<file path="src/rtl/core_pkg.sv">
// Shared core definitions: fetch state encoding, PC width and special instruction words.
package core_pkg;

   localparam int          PC_W       = 32;
   localparam logic [31:0] HALT_INSTR = 32'hFFFF_FFFF;
   localparam logic [31:0] NOP_INSTR  = 32'h0000_0013;

   typedef enum logic {
      RUN  = 1'b0,
      HALT = 1'b1
   } fetch_state_t;

endpackage : core_pkg

</file>
<file path="src/rtl/instruction_fetch.sv">
// Fetch stage: owns the PC, addresses the instruction ROM and holds one
// fetched instruction for decode behind a valid/ready handshake.
// Fetch stops on the halt word; redirects override everything and restart fetch.
module instruction_fetch #(
   parameter int                ADDR_W     = 5,
   parameter int                PC_W       = core_pkg::PC_W,
   parameter logic [PC_W-1:0]   RESET_PC   = '0,
   parameter logic [31:0]       HALT_INSTR = core_pkg::HALT_INSTR
) (
   input  logic              clk,
   input  logic              rst,
   output logic [ADDR_W-1:0] rom_addr,
   input  logic [31:0]       rom_instr,
   input  logic              redirect_valid,
   input  logic [PC_W-1:0]   redirect_pc,
   output logic              out_valid,
   input  logic              out_ready,
   output logic [31:0]       out_instr,
   output logic [PC_W-1:0]   out_pc,
   output logic              halted
);

   import core_pkg::*;

   fetch_state_t      state_q, state_d;
   logic [PC_W-1:0]   pc_q, pc_d;
   logic              out_valid_q, out_valid_d;
   logic [31:0]       out_instr_q, out_instr_d;
   logic [PC_W-1:0]   out_pc_q, out_pc_d;
   logic              load_s;
   logic              handshake_s;
   logic              unused_redirect_lsb_s;

   // Redirect targets are word-aligned silently, so the two low bits are dropped.
   assign unused_redirect_lsb_s = ^redirect_pc[1:0];

   assign rom_addr    = pc_q[ADDR_W+1:2];
   assign handshake_s = out_valid_q & out_ready;
   assign load_s      = (state_q == RUN) & (~out_valid_q | out_ready);

   assign out_valid = out_valid_q;
   assign out_instr = out_instr_q;
   assign out_pc    = out_pc_q;
   assign halted    = (state_q == HALT);

   // Next-state logic: redirect first, then fetch, then drain of a pending output.
   always_comb begin
      state_d     = state_q;
      pc_d        = pc_q;
      out_valid_d = out_valid_q;
      out_instr_d = out_instr_q;
      out_pc_d    = out_pc_q;

      if (redirect_valid) begin
         // Any ROM word this cycle is discarded; a concurrent handshake still counts.
         pc_d        = {redirect_pc[PC_W-1:2], 2'b00};
         out_valid_d = 1'b0;
         state_d     = RUN;
      end else if (load_s) begin
         if (rom_instr == HALT_INSTR) begin
            // Halt word is not forwarded and the PC parks on its address.
            out_valid_d = 1'b0;
            state_d     = HALT;
         end else begin
            out_valid_d = 1'b1;
            out_instr_d = rom_instr;
            out_pc_d    = pc_q;
            pc_d        = pc_q + PC_W'(32'd4);
         end
      end else begin
         case (state_q)
            HALT: begin
               // No fetch while halted; the last instruction still drains.
               if (handshake_s) begin
                  out_valid_d = 1'b0;
               end else begin
                  out_valid_d = out_valid_q;
               end
            end
            RUN: begin
               out_valid_d = out_valid_q;
            end
            default: begin
               state_d     = RUN;
               out_valid_d = 1'b0;
            end
         endcase
      end
   end

   // State, PC and output register with asynchronous reset.
   always_ff @(posedge clk or posedge rst) begin
      if (rst) begin
         state_q     <= RUN;
         pc_q        <= RESET_PC;
         out_valid_q <= 1'b0;
         out_instr_q <= 32'h0000_0000;
         out_pc_q    <= '0;
      end else begin
         state_q     <= state_d;
         pc_q        <= pc_d;
         out_valid_q <= out_valid_d;
         out_instr_q <= out_instr_d;
         out_pc_q    <= out_pc_d;
      end
   end

endmodule : instruction_fetch
</file>
<file path="config.mk">
export PLATFORM = sky130hd
export DESIGN_NAME = instruction_fetch
export DESIGN_NICKNAME = d
export VERILOG_FILES = /design/src/rtl/core_pkg.sv /design/src/rtl/instruction_fetch.sv
export SDC_FILE = /design/constraint.sdc
export NUM_CORES = 1
export LEC_CHECK = 0
export CORE_MARGIN = 2
export CORE_UTILIZATION = 42
export DETAILED_ROUTE_END_ITERATION = 7
export GPL_TIMING_DRIVEN = 0
export PLACE_DENSITY = 0.76
export SYNTH_ARGS = -nofsm -noshare
export SYNTH_HDL_FRONTEND = slang
export SYNTH_SLANG_ARGS = --single-unit
</file>
<file path="constraint.sdc">
create_clock -name clk -period 2.76 [get_ports clk]
set_input_delay 0.552 -clock clk [delete_from_list [all_inputs] [get_ports clk]]
set_output_delay 0.552 -clock clk [all_outputs]
set_load 0.005 [all_outputs]
</file>
==> flow_summary_export.csv <==
group,metric,value,unit
clocking,cts_tree,"done",
critical_path,cp.required,3000,ps
logic_synthesis,ys_top_cells_by_count,"94 x dfrtp_1, 65 x mux2_2, 32 x nand2_1, 22 x o21ai_0, 21 x xnor2_1",
logic_synthesis,syn-instance-count,368,
global_routing,grt_pass1_wl,18000,um
routing,drtIter0Drc,168,
sta,fin_crit_sh,96.1,%
routing,antenna_left,0,
clocking,cts_root_buf,"clkbuf_8",
sta,slew_headroom,50.1,%
logic_synthesis,synthDistinctLibCells,40,
die,die_width,106,um
logic_synthesis,synth_edf_count,0,
die,row_count,37,
sta,setup_ws,109,ps
logic_synthesis,syn_area,4380,sq um
place,io_buffers,134,
worst_hold_path,hp-class,"reg2reg",
final_layout,area_growth,40.9,%
final_layout,seqCellArea,2350,sq um
final_layout,final_nets,585,
power,power.total,3440,uW
die,ioPinCount,139,
critical_path,cp-end-kind,"flip-flop",
final_layout,nFillCells,826,
sta,worst_pin_slew,729,ps
logic_synthesis,ys_warn_count,0,
sta,final-setup-viol-count,0,
global_routing,grt_pass1_vias,3525,
routing,drt-vias-per-instance,5.28,
clocking,cts_made_buffers,9,
routing,vias,3468,
sta,fmax,377,MHz
die,core-area,10200,sq um
global_routing,antenna_found_initial,0,
logic_synthesis,synth_flop_cell,"dfrtp_1",
power,ir_drop,0.366,mV
clocking,cts.hold.buffers_added,0,
logic_synthesis,synthArstFlopShare,100,%
power,leakage,0.00243,uW
critical_path,worstSetupPathType,"in2reg",
routing,first_pass_iters,4,
sta,maxSlewViolCount,0,
sta,skew,11.0,ps
clocking,clkSlewWorstSetupHoldPaths,90,ps
routing,detail_route.wirelength,11000,um
run_status,outcome,"finished clean",
logic_synthesis,ys_seq_area_share,53.7,%
sta,period_minus_slack,2650,ps
die,start_util,42.8,%
logic_synthesis,yosys.area.top_type,"dfrtp_1",
sta,rsz0062_at_grt,"false",
place,pre_cts_ws,-442,ps
logic_synthesis,yosysMostFrequentCell,"dfrtp_1",
final_layout,layout-drive-gt1-share,21.1,%
final_layout,num_antenna_cells,0,
die,die_area,11300,sq um
place,gp_congestion,0.842,
power,pwr_density_cell,557,nW/um^2
global_routing,grt_overflow,0,
global_routing,track_usage,20.0,%
die,die_h,106,um
clocking,htreeDepth,3,
critical_path,cp-start-kind,"primary input",
clocking,clkLatencyLatePin,350,ps
sta,final-hold-violation-count,0,
job,maxCapViolCount,0,
critical_path,arrival,2890,ps
logic_synthesis,ys_top_cells_by_area,"dfrtp_1 54%, mux2_2 17%, xnor2_1 4.2%, nand2_1 2.7%, o21ai_0 2.5%",
routing,drc,0,
logic_synthesis,synth_top_area_share,53.7,%
global_routing,grt_max_degree,36,
final_layout,multi_input_area,1890,sq um
clocking,ctsLongestPathBuffers,2,
routing,wire_per_inst,16.7,um
clocking,cts.sinks,94,
critical_path,crit_fanout,10,
logic_synthesis,ys_ff_latch,94,
place,dp_hpwl,8230,um
logic_synthesis,postSynthAreaPerCell,11.9,sq um
## power breakdown
part           switching [uW]  internal, uW  leakage [uW]  total, uW
clock                     489           473     0.0000992        962
combinational             261           528       0.00121        789
sequential                127          1560       0.00112       1690
## cells by family after synthesis
kind of cell,count (synthesis),share of synthesized area (%)
AOI/OAI and AO/OA,59,9.65
xor gates and xnor gates,24,4.80
adders and majority gates,1,0.286
buffers and inverters,35,3.86
DFF,94,53.7
muxes,66,16.9
other,1,0.0856
and+or+nand+nor,88,10.7
## area by class of cell
class                      instances  share of cell area, %
sequential                        94                   38.1
multi-input combinational        240                   30.5
timing repair buffer             136                   22.4
tap                              136                   2.76
clock buffer                      12                   2.51
buffer                            27                   2.29
clock inverter                     4                  0.872
inverter                           8                  0.547
## worst max-delay path, stage by stage
cell	delay [ps]
clkdlybuf4s50_1	500
nor2b_1	70
or3_1	430
clkbuf_1	240
a2111oi_0	680
xor2_1	130
mux2_2	290
## sequential cells by signal, summed over array words and instances (netlist names)
signal     count
halted         1
out_instr     32
out_pc        30
out_valid      1
pc_q          30
## layout by cell type (no fill, tap or decap), types with 2 or more instances in the layout
master	count
nand2_1	32
mux2_2	65
nor4_4	2
clkbuf_8	11
buf_4	8
o21ai_0	22
xor2_1	3
a21oi_1	4
nand4_1	15
or3_1	2
and3_1	2
a2111oi_0	8
a31oi_1	4
nand2b_1	2
clkbuf_1	12
dfrtp_1	94
a211o_1	2
buf_12	2
nand3_1	12
conb_1	2
clkdlybuf4s50_1	134
and4_1	4
a211oi_1	9
clkinvlp_4	3
buf_2	6
clkbuf_2	2
xnor2_1	21
nor2_1	8
a2111oi_2	5
inv_1	7
## worst paths after layout
check / from / end / cells after the start / slack, ps
max in group asynchronous: rst / pc_q[4] / 3 / 1560
min in group asynchronous: rst / out_pc[26] / 2 / 620
worst min register to register: out_pc[31] / out_pc[31] / 1 / 510
worst max-delay path: out_ready / pc_q[16] / 7 / 110
worst max register to register: out_valid / pc_q[16] / 6 / 320
worst min-delay path: out_pc[31] / out_pc[31] / 1 / 510
## what timing repair did
action / in CTS / in global routing
gates resized for setup: 3 / 4
endpoints found under the setup margin: 65 / 6
setup buffers: 0 / 0
## stage by stage
step	area, sq um	std cells	TNS, ps	util (%)	hold WS (ps)
floorplan	4390	369	0	-	489
global placement	5900	639	-36100	57.7	490
detailed placement	5940	641	-33270	58.1	494
CTS	6170	657	0	60.3	514
global route	6170	657	0	60.3	524
finish	6170	657	0	60.3	511
## layer usage
layer  global-route usage [%]  share of wire [%]  up-vias
met4                     7.42                1.9        0
met3                     2.70                4.2       19
met1                     27.2                 43     1729
met5                        0                  0        -
li1                         -                  -     1629
met2                     33.0                 51       91
Note: power is estimated with default switching activity, not from simulation.
